$ cat config.mk
export PLATFORM = sky130hd
export DESIGN_NAME = sd_tag_word_scanner_flat
export DESIGN_NICKNAME = d
export VERILOG_FILES = /design/src/rtl/sd_tag_word_scanner_if.sv /design/src/rtl/sd_tag_word_scanner.sv /design/src/flat_wrapper.sv
export SDC_FILE = /design/constraint.sdc
export NUM_CORES = 1
export LEC_CHECK = 0
export BUFFER_PORTS_ARGS = -buffer_cell sky130_fd_sc_hd__buf_4
export CAP_MARGIN = 0
export CORE_UTILIZATION = 50
export CTS_BUF_LIST = sky130_fd_sc_hd__clkbuf_16
export DETAILED_ROUTE_END_ITERATION = 6
export GPL_TIMING_DRIVEN = 1
export PLACE_DENSITY = 0.77
export REMOVE_ABC_BUFFERS = 1
export SYNTH_ARGS = -nofsm -noshare
export SYNTH_HDL_FRONTEND = slang
export SYNTH_SLANG_ARGS = --single-unit
$ cat constraint.sdc
create_clock -name clk -period 2.7 [get_ports clk]
set_clock_uncertainty 0.15 [all_clocks]
set_input_delay 0.54 -clock clk [delete_from_list [all_inputs] [get_ports clk]]
set_output_delay 0.54 -clock clk [all_outputs]
set_load 0.02 [all_outputs]
$ cat src/rtl/sd_tag_word_scanner_if.sv
// ---------------------------------------------------------------------------
// sd_tag_word_scanner_if
// Block-read bus between the tag/word scanner and the SD card controller.
//   rd_req   : one-cycle block read request (scanner -> controller)
//   rd_addr  : 32-bit block address, valid while rd_req is high
//   sd_dout  : byte from the controller
//   sd_valid : sd_dout carries a byte this cycle
// master = scanner side, slave = SD controller side.
// ---------------------------------------------------------------------------
interface sd_tag_word_scanner_if;
  logic        rd_req;
  logic [31:0] rd_addr;
  logic [7:0]  sd_dout;
  logic        sd_valid;

  modport master (output rd_req, output rd_addr, input sd_dout, input sd_valid);
  modport slave  (input rd_req, input rd_addr, output sd_dout, output sd_valid);
endinterface

$ cat src/rtl/sd_tag_word_scanner.sv
// ---------------------------------------------------------------------------
// sd_tag_word_scanner
// Requests consecutive 512-byte blocks from the SD controller starting at
// START_BLK and scans the byte stream without buffering: after START_TAG it
// counts case-insensitive, delimiter-bounded occurrences of WORD until
// END_TAG is seen or MAX_BLKS blocks have been received.
// Ports:
//   clk, reset_n   : clock, synchronous active-low reset
//   start          : begin a scan (idle/done only, needs init_finished)
//   init_finished  : SD controller ready
//   sd             : block-read bus (rd_req/rd_addr out, sd_dout/sd_valid in)
//   busy, done     : scan in progress / scan finished, results held
//   found_end      : END_TAG seen during the scan
//   match_cnt      : saturating keyword count, overflow set on saturation
//   blk_cnt        : blocks fully received in this scan
// ---------------------------------------------------------------------------
module sd_tag_word_scanner #(
  parameter logic [31:0]            START_BLK = 32'h2000,
  parameter int                     MAX_BLKS  = 1024,
  parameter int                     TAG_LEN   = 8,
  parameter logic [TAG_LEN*8-1:0]   START_TAG = "DLAB_TAG",
  parameter logic [TAG_LEN*8-1:0]   END_TAG   = "DLAB_END",
  parameter int                     WORD_LEN  = 3,
  parameter logic [WORD_LEN*8-1:0]  WORD      = "the",
  parameter int                     CNT_W     = 16
) (
  input  logic                 clk,
  input  logic                 reset_n,
  input  logic                 start,
  input  logic                 init_finished,
  sd_tag_word_scanner_if.master sd,
  output logic                 busy,
  output logic                 done,
  output logic                 found_end,
  output logic [CNT_W-1:0]     match_cnt,
  output logic                 overflow,
  output logic [31:0]          blk_cnt
);

  localparam logic [2:0] S_IDLE = 3'd0;
  localparam logic [2:0] S_REQ  = 3'd1;
  localparam logic [2:0] S_RECV = 3'd2;
  localparam logic [2:0] S_NEXT = 3'd3;
  localparam logic [2:0] S_DONE = 3'd4;

  localparam logic [1:0] P_SEEK  = 2'd0;
  localparam logic [1:0] P_COUNT = 2'd1;
  localparam logic [1:0] P_AFTER = 2'd2;

  localparam int          TW   = TAG_LEN * 8;
  localparam logic [3:0]  WLEN = 4'(WORD_LEN);
  localparam logic [3:0]  WSAT = 4'(WORD_LEN + 1);
  localparam logic [31:0] MAXB = 32'(MAX_BLKS);

  logic [2:0]       state_reg;
  logic [1:0]       phase_reg;
  logic [9:0]       byte_cnt_reg;
  logic [TW-1:0]    window_reg;
  logic [3:0]       tok_len_reg;
  logic             tok_match_reg;
  logic [31:0]      rd_addr_reg;
  logic [CNT_W-1:0] match_cnt_reg;
  logic             overflow_reg;
  logic             found_end_reg;
  logic [31:0]      blk_cnt_reg;

  // Keyword bytes, index 0 = first character; unused slots are zero.
  logic [7:0] word_byte [0:7];
  for (genvar gi = 0; gi < 8; gi++) begin : g_word
    if (gi < WORD_LEN) begin : g_used
      assign word_byte[gi] = WORD[(WORD_LEN-1-gi)*8 +: 8];
    end else begin : g_unused
      assign word_byte[gi] = 8'h00;
    end
  end

  logic          accept;
  logic [TW-1:0] window_next;
  logic          start_hit, end_hit;
  logic          is_upper, is_lower, is_digit, is_tok;
  logic [7:0]    folded;
  logic          word_hit, end_now, last_byte;
  logic [31:0]   blk_inc;

  assign accept      = (state_reg == S_RECV) && sd.sd_valid;
  // Window holds the last TAG_LEN bytes including the one being accepted,
  // so a tag is recognised on the cycle its final byte arrives.
  assign window_next = TW'({window_reg, sd.sd_dout});
  assign start_hit   = (window_next == START_TAG);
  assign end_hit     = (window_next == END_TAG);
  assign is_upper    = (sd.sd_dout >= 8'h41) && (sd.sd_dout <= 8'h5A);
  assign is_lower    = (sd.sd_dout >= 8'h61) && (sd.sd_dout <= 8'h7A);
  assign is_digit    = (sd.sd_dout >= 8'h30) && (sd.sd_dout <= 8'h39);
  assign is_tok      = is_upper || is_lower || is_digit;
  assign folded      = is_upper ? (sd.sd_dout | 8'h20) : sd.sd_dout;
  assign word_hit    = (tok_len_reg == WLEN) && tok_match_reg;
  // found_end including an END_TAG completed by the byte being accepted now
  assign end_now     = found_end_reg || ((phase_reg == P_COUNT) && end_hit);
  assign last_byte   = (byte_cnt_reg == 10'd511);
  assign blk_inc     = blk_cnt_reg + 32'd1;

  always_ff @(posedge clk) begin
    if (!reset_n) begin
      state_reg     <= S_IDLE;
      phase_reg     <= P_SEEK;
      byte_cnt_reg  <= '0;
      window_reg    <= '0;
      tok_len_reg   <= '0;
      tok_match_reg <= 1'b1;
      rd_addr_reg   <= START_BLK;
      match_cnt_reg <= '0;
      overflow_reg  <= 1'b0;
      found_end_reg <= 1'b0;
      blk_cnt_reg   <= '0;
    end else begin
      case (state_reg)
        S_IDLE, S_DONE: begin
          if (start && init_finished) begin
            state_reg     <= S_REQ;
            phase_reg     <= P_SEEK;
            byte_cnt_reg  <= '0;
            window_reg    <= '0;
            tok_len_reg   <= '0;
            tok_match_reg <= 1'b1;
            rd_addr_reg   <= START_BLK;
            match_cnt_reg <= '0;
            overflow_reg  <= 1'b0;
            found_end_reg <= 1'b0;
            blk_cnt_reg   <= '0;
          end
        end
        S_REQ: state_reg <= S_RECV;
        S_RECV: begin
          if (accept) begin
            window_reg   <= window_next;
            byte_cnt_reg <= byte_cnt_reg + 10'd1;
            case (phase_reg)
              P_SEEK: begin
                // The tag's last byte ends any token, so counting starts clean.
                if (start_hit) begin
                  phase_reg     <= P_COUNT;
                  tok_len_reg   <= '0;
                  tok_match_reg <= 1'b1;
                end
              end
              P_COUNT: begin
                if (end_hit) begin
                  // Any partially built token is dropped with the tag.
                  found_end_reg <= 1'b1;
                  phase_reg     <= P_AFTER;
                  tok_len_reg   <= '0;
                  tok_match_reg <= 1'b1;
                end else if (is_tok) begin
                  if (tok_len_reg < WLEN)
                    tok_match_reg <= tok_match_reg && (folded == word_byte[tok_len_reg[2:0]]);
                  if (tok_len_reg != WSAT)
                    tok_len_reg <= tok_len_reg + 4'd1;
                end else begin
                  if (word_hit) begin
                    if (&match_cnt_reg) overflow_reg <= 1'b1;
                    else                match_cnt_reg <= match_cnt_reg + 1'b1;
                  end
                  tok_len_reg   <= '0;
                  tok_match_reg <= 1'b1;
                end
              end
              default: ;
            endcase
            if (last_byte) begin
              blk_cnt_reg <= blk_inc;
              state_reg   <= (end_now || (blk_inc >= MAXB)) ? S_DONE : S_NEXT;
            end
          end
        end
        S_NEXT: begin
          rd_addr_reg  <= rd_addr_reg + 32'd1;
          byte_cnt_reg <= '0;
          state_reg    <= S_REQ;
        end
        default: state_reg <= S_IDLE;
      endcase
    end
  end

  assign sd.rd_req  = (state_reg == S_REQ);
  assign sd.rd_addr = rd_addr_reg;
  assign busy       = (state_reg == S_REQ) || (state_reg == S_RECV) || (state_reg == S_NEXT);
  assign done       = (state_reg == S_DONE);
  assign found_end  = found_end_reg;
  assign match_cnt  = match_cnt_reg;
  assign overflow   = overflow_reg;
  assign blk_cnt    = blk_cnt_reg;

endmodule

$ cat src/flat_wrapper.sv
// flat-port wrapper written by rule: the top's interface ports become plain ports
module sd_tag_word_scanner_flat 
#(
  parameter logic [31:0]            START_BLK = 32'h2000,
  parameter int                     MAX_BLKS  = 1024,
  parameter int                     TAG_LEN   = 8,
  parameter logic [TAG_LEN*8-1:0]   START_TAG = "        ",
  parameter logic [TAG_LEN*8-1:0]   END_TAG   = "        ",
  parameter int                     WORD_LEN  = 3,
  parameter logic [WORD_LEN*8-1:0]  WORD      = "   ",
  parameter int                     CNT_W     = 16
)
  (clk, reset_n, start, init_finished, busy, done, found_end, match_cnt, overflow, blk_cnt, sd_rd_req, sd_rd_addr, sd_sd_dout, sd_sd_valid);
  sd_tag_word_scanner_if sd_i ();
  input  logic clk;
  input  logic reset_n;
  input  logic start;
  input  logic init_finished;
  output logic busy;
  output logic done;
  output logic found_end;
  output logic [CNT_W-1:0] match_cnt;
  output logic overflow;
  output logic [31:0] blk_cnt;
  output wire logic [$bits(sd_i.rd_req)-1:0] sd_rd_req;
  output wire logic [$bits(sd_i.rd_addr)-1:0] sd_rd_addr;
  input wire logic [$bits(sd_i.sd_dout)-1:0] sd_sd_dout;
  input wire logic [$bits(sd_i.sd_valid)-1:0] sd_sd_valid;
  assign sd_rd_req = sd_i.rd_req;
  assign sd_rd_addr = sd_i.rd_addr;
  assign sd_i.sd_dout = sd_sd_dout;
  assign sd_i.sd_valid = sd_sd_valid;
  sd_tag_word_scanner #(.START_BLK(START_BLK), .MAX_BLKS(MAX_BLKS), .TAG_LEN(TAG_LEN), .START_TAG(START_TAG), .END_TAG(END_TAG), .WORD_LEN(WORD_LEN), .WORD(WORD), .CNT_W(CNT_W)) u_core (.clk(clk), .reset_n(reset_n), .start(start), .init_finished(init_finished), .sd(sd_i), .busy(busy), .done(done), .found_end(found_end), .match_cnt(match_cnt), .overflow(overflow), .blk_cnt(blk_cnt));
endmodule
==> results.sh, run 1 <==
export IMPL_final_period_utilization_pct=95.87
export IMPL_timing_rr_end="u_core.state_reg[0]"
export IMPL_ys_seq_area_share_pct=40.38
export IMPL_wl_um=20330
export IMPL_start_kind="flop"
export IMPL_drt_iter0_drc=830
export IMPL_wl_per_cell_um=15.42
export IMPL_ff2ff_path_depth=7
export IMPL_grt_overflow_total=0
export IMPL_cts_inserted_buffers=17
export IMPL_yosys_area_top_type="dfxtp_1"
export IMPL_netlist_area_leader_share_pct=40.38
export IMPL_final_common_cell="dfxtp_1"
export IMPL_yosysWarnings=0
export IMPL_syn_cell_area_sq_um=7834
export IMPL_cts_buffer_depth=2
export IMPL_largest_reg_flops=56
export IMPL_die_w_um=127.2
export IMPL_fill_cells=1318
export IMPL_htree_levels=4
export IMPL_worst_pin_slew_ps=574.9
export IMPL_final_hold_viol_count=0
export IMPL_rsz0062_at_grt="false"
export IMPL_max_cap_violations=0
export IMPL_p_total_mw=5.497
export IMPL_wl_met3_um=1084
export IMPL_synthTopCellsByArea="dfxtp_1 (40%), a21oi_1 (7.7%), nor2_1 (7.3%), and3_1 (5.8%), nand2_1 (3.4%)"
export IMPL_fin_area_sq_um=9514
export IMPL_drtAntennaViolNets=0
export IMPL_core_area_sq_um=15260
export IMPL_drc=0
export IMPL_area_growth_syn_to_layout_pct=21.45
export IMPL_cp_max_fo=6
export IMPL_fin_util_pct=62.35
export IMPL_fmax_mhz=386.3
export IMPL_synth_area_per_cell_sq_um=7.818
export IMPL_antennaDiodeCount=0
export IMPL_route_met2_wl_um=9264
export IMPL_drive_gt1_share_pct=18.16
export IMPL_hold_buffers=0
export IMPL_grt_pass1_wl_um=33440
export IMPL_ys_types=64
export IMPL_dp_hpwl_um=13490
export IMPL_m1WireLength_um=9628
export IMPL_highest_layer="met4"
export IMPL_ctsResizeCount=0
export IMPL_min_to="u_core.tok_match_reg"
export IMPL_antenna_found_initial=0
export IMPL_outcome="finished clean"
export IMPL_clock_sinks=158
export IMPL_vias=7738
export IMPL_fp_dieH_um=127.2
export IMPL_clock_latency_ps=430
export IMPL_r2r_setup_slack_ps=110
export IMPL_dr_pass1_iters=5
export IMPL_first_global_vias=6756
export IMPL_min_from="reset_n"
export IMPL_io_buffers=97
export IMPL_crit_path_end_kind="flop"
export IMPL_synthFlopType="dfxtp_1"
export IMPL_synthArstFlopShare_pct=0
export IMPL_r2r_start="u_core.blk_cnt[9]"
export IMPL_p_per_area_nw_per_um2=577.8
export IMPL_synth_ff_latch_count=158
export IMPL_rows=45
export IMPL_slew_headroom_pct=61.32
export IMPL_gp_congestion=0.9554
export IMPL_setup_viol=0
export IMPL_cts_root_buf="clkbuf_16"
export IMPL_power_leakage_nw=3.806
export IMPL_syn_inst=1002
export IMPL_crit_required_ps=2870
export IMPL_nets=1116
export IMPL_initial_core_util_pct=51.34
export IMPL_holdPathStages=2
export IMPL_postCtsSetupBuffers=0
export IMPL_final_cell_mix="dfxtp_1 (158), nor2_1 (153), buf_4 (137)"
export IMPL_hold_class="input pin to flop"
export IMPL_synth_edf_count=0
export IMPL_via_per_inst=5.871
export IMPL_crit_type="flop to flop"
export IMPL_pin_count=98
export IMPL_placed_cell_area_sq_um=8926
export IMPL_final_max_slew_violation_count=0
export IMPL_crit_arrival_ps=2760
export IMPL_clkTransAtPathRegs_ps=60
export IMPL_grt_max_degree=82
export IMPL_track_usage_pct=25.49
export IMPL_fin_crit_ps=2588
export IMPL_ir_drop_uv=438.0
export IMPL_tritoncts="yes"
export IMPL_dieArea_sq_um=16170
[metal layers]
| layer | vias up | global-route usage [%] |
|---|---|---|
| li1 | 3800 | - |
| met1 | 3656 | 34.83 |
| met2 | 248 | 39.75 |
| met3 | 34 | 5.067 |
| met4 | 0 | 9.734 |
| met5 | - | 0 |
[power by group]
part           internal, mW  switching [mW]
logic                 0.211           0.560
clock network          1.41           0.915
registers              2.37          0.0314
[synthesized netlist by cell type, drive strengths merged (10+ instances only)]
master / count
nor3: 26
xnor2: 12
nand3: 49
inv: 11
o21ai: 39
or3: 21
and2: 10
and3: 73
nor4: 18
nand4: 31
nor2: 153
buf: 10
mux2: 13
dfxtp: 158
a21oi: 121
xor2: 14
o21a: 10
a31oi: 10
clkbuf: 54
nand2: 71
[cells by family (layout without fill, tap and decap cells)]
kind of cell / Yosys count / count (layout) / share of synthesized area [%]
flip-flops: 158 / 158 / 40.38
XOR/XNOR: 26 / 26 / 2.907
adder cells (fa/ha/maj): 7 / 7 / 1.118
AND/OR/NAND/NOR: 491 / 491 / 32.20
multiplexers: 18 / 18 / 2.508
buffers and inverters: 76 / 181 / 3.801
AO/OA/AOI/OAI: 226 / 226 / 17.09
[worst max-delay path, cell delays in order, from the launching register on]
cell,delay [ps]
dfxtp_1,430
nand3_1,230
or3_4,480
or3_1,450
xor2_1,170
a31oi_1,210
a21oi_2,80
a32o_1,260
[cell type report]
type	count	area [sq um]	area share [%]
tap	211	264.0	2.775
clock inverter	13	132.6	1.394
clock buffer	17	425.4	4.471
sequential	158	3163	33.25
inverter	12	46.29	0.4866
timing repair buffer	139	1069	11.23
multi-input combinational	768	4414	46.40
[stage by stage]
step	std cells	hold WS [ps]	setup TNS, ps	setup slack (ps)
after global routing	1318	340.4	0	2.135
final	1318	319.5	0	111.6
after global placement	1288	313.0	0	149.6
after detailed placement	1288	316.1	0	141.4
after floorplan	938	294.3	-36820	-789.1
after CTS	1318	297.8	0	108.7
[how the worst max path moves through the flow]
stage,end,slack [ps],start,cells past startpoint
after floorplan,u_core.byte_cnt_reg[1],-790,reset_n,4
after global placement,u_core.state_reg[2],150,u_core.blk_cnt[15],7
after detailed placement,u_core.state_reg[0],140,u_core.blk_cnt[15],7
after CTS,u_core.state_reg[0],110,u_core.blk_cnt[9],7
after global routing,u_core.state_reg[0],2,u_core.blk_cnt[9],7
final,u_core.state_reg[0],110,u_core.blk_cnt[9],7
Note: power is estimated with default switching activity, not from simulation.
==> inputs of run 2 (changes only) <==
--- a/config.mk
+++ b/config.mk
@@ -8,7 +8,6 @@
 export BUFFER_PORTS_ARGS = -buffer_cell sky130_fd_sc_hd__buf_4
 export CAP_MARGIN = 0
 export CORE_UTILIZATION = 50
-export CTS_BUF_LIST = sky130_fd_sc_hd__clkbuf_16
 export DETAILED_ROUTE_END_ITERATION = 6
 export GPL_TIMING_DRIVEN = 1
 export PLACE_DENSITY = 0.77
==> run 2 against run 1 <==
Effect of this change: critical path depth unchanged; register-to-register slack about the same; largest cell class unchanged; maximum frequency up 0.10%; clock power is 5% higher; the run now ends with design-rule violations left; final cell count did not move; combinational power hardly changed; core utilization rose by 0.26 points; sequential power about the same; sequential share of layout area is 0.14 points lower; first-iteration DRC count decreased by 5.9%.
==> results.sh, run 2 (same netlist as run 1, synthesis figures left out) <==
export IMPL_fmax_mhz=386.7
export IMPL_crit_arrival_ps=2750
export IMPL_crit_type="flop to flop"
export IMPL_postCtsSetupBuffers=0
export IMPL_slowest_stage="or3_4"
export IMPL_cts_root_buf="clkbuf_16"
export IMPL_largest_reg_flops=56
export IMPL_fin_util_pct=62.62
export IMPL_drc=3
export IMPL_final_max_slew_violation_count=0
export IMPL_gp_congestion=0.9554
export IMPL_final_cell_mix="dfxtp_1 (158), nor2_1 (153), buf_4 (137)"
export IMPL_ir_drop_uv=434.2
export IMPL_final_common_cell="dfxtp_1"
export IMPL_nets=1116
export IMPL_cp_max_fo=6
export IMPL_final_hold_viol_count=0
export IMPL_drtAntennaViolNets=0
export IMPL_holdPathStages=4
export IMPL_holdWs_ps=317.4
export IMPL_final_period_utilization_pct=95.77
export IMPL_slowest_delay_ps=480
export IMPL_via_per_inst=5.874
export IMPL_violations="design-rule violations"
export IMPL_rsz0062_at_grt="false"
export IMPL_worst_pin_slew_ps=572.2
export IMPL_path_cells="nand3_1 > or3_4 > or3_1 > xor2_1 > a31oi_1 > a21oi_2 > a32o_1"
export IMPL_fp_dieH_um=127.2
export IMPL_clock_latency_ps=420
export IMPL_die_w_um=127.2
export IMPL_p_per_area_nw_per_um2=588.4
export IMPL_clock_sinks=158
export IMPL_track_usage_pct=25.45
export IMPL_worstSetupEndpoint="u_core.state_reg[0]"
export IMPL_cts_inserted_buffers=17
export IMPL_drive_gt1_share_pct=18.52
export IMPL_crit_start="u_core.blk_cnt[9]"
export IMPL_r2r_start="u_core.blk_cnt[9]"
export IMPL_slew_headroom_pct=61.50
export IMPL_drt_iter0_drc=781
export IMPL_ff2ff_path_depth=7
export IMPL_setup_tns_ps=0
export IMPL_initial_core_util_pct=51.34
export IMPL_area_growth_syn_to_layout_pct=21.96
export IMPL_vias=7742
export IMPL_clkTransAtPathRegs_ps=60
export IMPL_placedCellCount=1288
export IMPL_crit_required_ps=2870
export IMPL_io_buffers=97
export IMPL_dieArea_sq_um=16170
export IMPL_grt_overflow_total=0
export IMPL_pin_count=98
export IMPL_fin_crit_ps=2586
export IMPL_dr_pass1_iters=7
export IMPL_wl_um=20240
export IMPL_outcome="finished, violations left"
export IMPL_htree_levels=4
export IMPL_rows=45
export IMPL_antenna_found_initial=0
export IMPL_first_global_vias=6728
export IMPL_setup_viol=0
export IMPL_dp_hpwl_um=13490
export IMPL_power_leakage_nw=3.820
export IMPL_tritoncts="yes"
export IMPL_start_kind="flop"
export IMPL_p_total_mw=5.622
export IMPL_antennaDiodeCount=0
export IMPL_grt_max_degree=82
export IMPL_max_cap_violations=0
export IMPL_timing_rr_end="u_core.state_reg[0]"
export IMPL_fin_cells=1318
export IMPL_cts_buffer_depth=2
export IMPL_core_area_sq_um=15260
export IMPL_grt_pass1_wl_um=33470
export IMPL_wl_per_cell_um=15.36
export IMPL_r2r_setup_slack_ps=110
export IMPL_crit_path_end_kind="flop"
export IMPL_hold_class="input pin to flop"
==> run 2: layout make-up <==
class | count | area (sq um)
fill | 1312 | 5704
multi-input combinational | 768 | 4414
tap | 211 | 264.0
sequential | 158 | 3163
timing repair buffer | 139 | 1069
clock buffer | 23 | 488.0
inverter | 12 | 46.29
clock inverter | 7 | 110.1
==> run 2: critical path, delay by kind of cell, from the launching register on <==
| family | cells | cell delay (ps) |
|---|---|---|
| AND/OR/NAND/NOR | 3 | 1160 |
| XOR/XNOR | 1 | 170 |
| AO/OA/AOI/OAI | 3 | 550 |
| flip-flops | 1 | 430 |
==> run 2: worst min-delay path by stage <==
stage                                     start                     to
after detailed placement  u_core.window_reg[53]  u_core.window_reg[53]
after global placement    u_core.window_reg[49]  u_core.window_reg[49]
after CTS                               reset_n   u_core.tok_match_reg
after floorplan           u_core.window_reg[53]  u_core.window_reg[53]
final                             sd_sd_dout[5]   u_core.window_reg[5]
after global routing                    reset_n   u_core.tok_match_reg
==> run 2: layer usage <==
layer  routed length [um]  GRT usage, %
met1                 9429         34.80
met2                 9321         39.85
met3                 1150         5.067
met4                  340         9.314
met5                    0             0
==> run 2: repair_timing <==
action,CTS,global route
gates resized for setup,0,6
hold buffers,0,0
setup endpoints to repair,0,15
==> run 2: stage by stage <==
step           setup slack, ps  instance area (sq um)
6_report                 114.2                   9554
5_1_grt                  2.140                   9554
4_1_cts                  108.7                   9524
3_5_place_dp             141.4                   8926
3_3_place_gp             149.6                   8926
2_1_floorplan           -789.1                   7581
==> run 2: power by group <==
| group | leakage [nW] | switching, mW | internal (mW) |
|---|---|---|---|
| sequential | 1.27 | 0.0318 | 2.37 |
| clock | 0.299 | 0.915 | 1.54 |
| combinational | 2.25 | 0.562 | 0.211 |
| total | 3.82 | 1.51 | 4.11 |
==> inputs of run 3 (changes only) <==
--- a/config.mk
+++ b/config.mk
@@ -5,6 +5,7 @@
 export SDC_FILE = /design/constraint.sdc
 export NUM_CORES = 1
 export LEC_CHECK = 0
+export ABC_AREA = 1
 export BUFFER_PORTS_ARGS = -buffer_cell sky130_fd_sc_hd__buf_4
 export CAP_MARGIN = 0
 export CORE_UTILIZATION = 50
==> run 3 against run 2 <==
Effect of this change: the run now ends clean; global-route usage fell by 0.069 points; non-clock buffer count decreased by 28; flip-flop and latch count unchanged; sequential power grew 11%; total power up 16%; first-iteration DRC count down 12%; final cell count grew 20%; critical endpoint is now u_core.state_reg[1]; largest cell class unchanged; largest power group is now registers.
==> results.sh, run 3 <==
export IMPL_outcome="finished clean"
export IMPL_track_usage_pct=25.38
export IMPL_placedCellCount=1556
export IMPL_cts_root_buf="clkbuf_16"
export IMPL_muxShareOfSynthArea_pct=0
export IMPL_rows=46
export IMPL_holdWs_ps=258.6
export IMPL_seq_area_sq_um=3163
export IMPL_ir_drop_uv=540.1
export IMPL_drive_gt1_share_pct=14.21
export IMPL_wl_um=21050
export IMPL_ys_seq_area_share_pct=38.11
export IMPL_fmax_mhz=423.6
export IMPL_dr_pass1_iters=5
export IMPL_timing_rr_end="u_core.state_reg[1]"
export IMPL_worst_pin_slew_ps=775.3
export IMPL_synth_edf_count=0
export IMPL_p_total_mw=6.494
export IMPL_cts_buffer_depth=2
export IMPL_largest_reg_flops=56
export IMPL_setup_viol=0
export IMPL_drt_iter0_drc=686
export IMPL_fill_cells=1474
export IMPL_tritoncts="yes"
export IMPL_final_period_utilization_pct=87.43
export IMPL_synth_xor_area_share_pct=1.583
export IMPL_final_hold_viol_count=0
export IMPL_yosys_area_share_adder_pct=1.055
export IMPL_htree_levels=4
export IMPL_synth_area_per_cell_sq_um=6.505
export IMPL_crit_arrival_ps=2590
export IMPL_clkTransAtPathRegs_ps=60
export IMPL_initial_core_util_pct=51.69
export IMPL_max_cap_violations=0
export IMPL_first_global_vias=7416
export IMPL_crit_type="flop to flop"
export IMPL_grt_overflow_total=0
export IMPL_die_w_um=130.8
export IMPL_yosys_area_share_simple_pct=37.19
export IMPL_multi_input_area_sq_um=4483
export IMPL_pre_cts_ws_ps=289.4
export IMPL_io_buffers=97
export IMPL_synthTopCellsByArea="dfxtp_1 (38%), nand2_1 (16%), a21oi_1 (8.0%), nand3_1 (7.6%), nor2_1 (7.5%)"
export IMPL_vias=8444
export IMPL_fin_util_pct=60.79
export IMPL_ctsResizeCount=0
export IMPL_hold_class="input pin to flop"
export IMPL_syn_inst=1276
export IMPL_final_common_cell="nand2_1"
export IMPL_hold_buffers=0
export IMPL_grt_pass1_wl_um=34840
export IMPL_syn_cell_area_sq_um=8300
export IMPL_synthFlopType="dfxtp_1"
export IMPL_rsz0062_at_grt="false"
export IMPL_yosys_area_top_type="dfxtp_1"
export IMPL_wl_per_cell_um=13.25
export IMPL_synth_most_common_cell="nand2_1"
export IMPL_grt_max_degree=66
export IMPL_antennaDiodeCount=0
export IMPL_p_per_area_nw_per_um2=665.2
export IMPL_synthArstFlopShare_pct=0
export IMPL_power_leakage_nw=3.666
export IMPL_clock_latency_ps=430
export IMPL_dp_hpwl_um=14450
export IMPL_crit_path_end_kind="flop"
export IMPL_yosysWarnings=0
export IMPL_area_growth_syn_to_layout_pct=17.61
export IMPL_ys_types=42
export IMPL_worst_slack_ps=339.5
export IMPL_r2r_start="u_core.blk_cnt[1]"
export IMPL_crit_start="u_core.blk_cnt[1]"
export IMPL_fin_area_sq_um=9762
export IMPL_via_per_inst=5.317
export IMPL_cp_max_fo=6
export IMPL_ff2ff_path_depth=15
export IMPL_synth_ff_latch_count=158
export IMPL_fp_dieH_um=130.8
export IMPL_final_max_slew_violation_count=0
export IMPL_r2r_setup_slack_ps=340
export IMPL_crit_required_ps=2930
export IMPL_fin_crit_ps=2361
export IMPL_dieArea_sq_um=17120
export IMPL_synth_compound_area_share_pct=14.15
export IMPL_worstSetupEndpoint="u_core.state_reg[1]"
export IMPL_cts_inserted_buffers=17
export IMPL_placed_cell_area_sq_um=9210
export IMPL_antenna_found_initial=0
export IMPL_final_cell_mix="nand2_1 (358), nor2_1 (166), dfxtp_1 (158)"
export IMPL_drtAntennaViolNets=0
export IMPL_fin_cells=1588
export IMPL_pin_count=98
export IMPL_core_area_sq_um=16060
export IMPL_drc=0
export IMPL_netlist_area_leader_share_pct=38.11
export IMPL_ys_top_cells_by_count="nand2_1 (359), nor2_1 (166), dfxtp_1 (158), a21oi_1 (133), nand3_1 (126)"
export IMPL_clock_sinks=158
export IMPL_gp_congestion=0.9153
export IMPL_start_kind="flop"
export IMPL_postCtsSetupBuffers=0
export IMPL_setup_tns_ps=0
export IMPL_nets=1379
export IMPL_synth_top_family_by_area="simple AND/OR/NAND/NOR gates"
export IMPL_holdPathStages=3
export IMPL_slew_headroom_pct=48.31
[run 3: report_power, final]
part	total, mW	switching [mW]	internal (mW)
clock	2.24	0.985	1.25
sequential	2.66	0.152	2.51
combinational	1.59	1.12	0.467
total	6.49	2.26	4.23
[run 3: kinds of logic after synthesis]
group,after synthesis
flops,158
compound gates,208
simple gates,722
fa+ha+maj,7
buf+inv,166
xor+xnor,15
[run 3: critical path: stages, from the launching register on]
cell	delay, ps
dfxtp_1	340
ha_1	260
nand2_2	100
nor2_4	150
nand2_1	80
nor2_2	200
nand2_1	80
nand2_1	70
nand2_1	100
nor2_1	110
nand2_1	80
nor2_1	210
nand3_1	170
nand3_1	100
nand2_1	50
inv_1	60
[run 3: worst min-delay path by stage]
stage	start	endpoint	slack (ps)
final	sd_sd_dout[0]	u_core.window_reg[0]	260
after global routing	sd_sd_dout[0]	u_core.window_reg[0]	270
after CTS	sd_sd_dout[0]	u_core.window_reg[0]	250
after detailed placement	u_core.window_reg[50]	u_core.window_reg[50]	300
after global placement	u_core.window_reg[52]	u_core.window_reg[52]	300
after floorplan	u_core.window_reg[53]	u_core.window_reg[53]	290
[run 3: cell type report]
cell class | count | area share [%]
well taps | 216 | 2.769
inverters | 119 | 4.589
multi-input cells | 952 | 45.92
clock inverters | 11 | 0.8331
flip-flops and latches | 158 | 32.40
repair buffers | 111 | 8.664
clock buffers | 21 | 4.819
[run 3: per-layer routing]
metal	GRT usage (%)	vias to the layer above	share of wire [%]
met5	0	-	0
met4	6.085	0	1.4
met3	4.642	26	4.1
met2	41.30	216	47
met1	34.74	3858	48
li1	-	4344	-
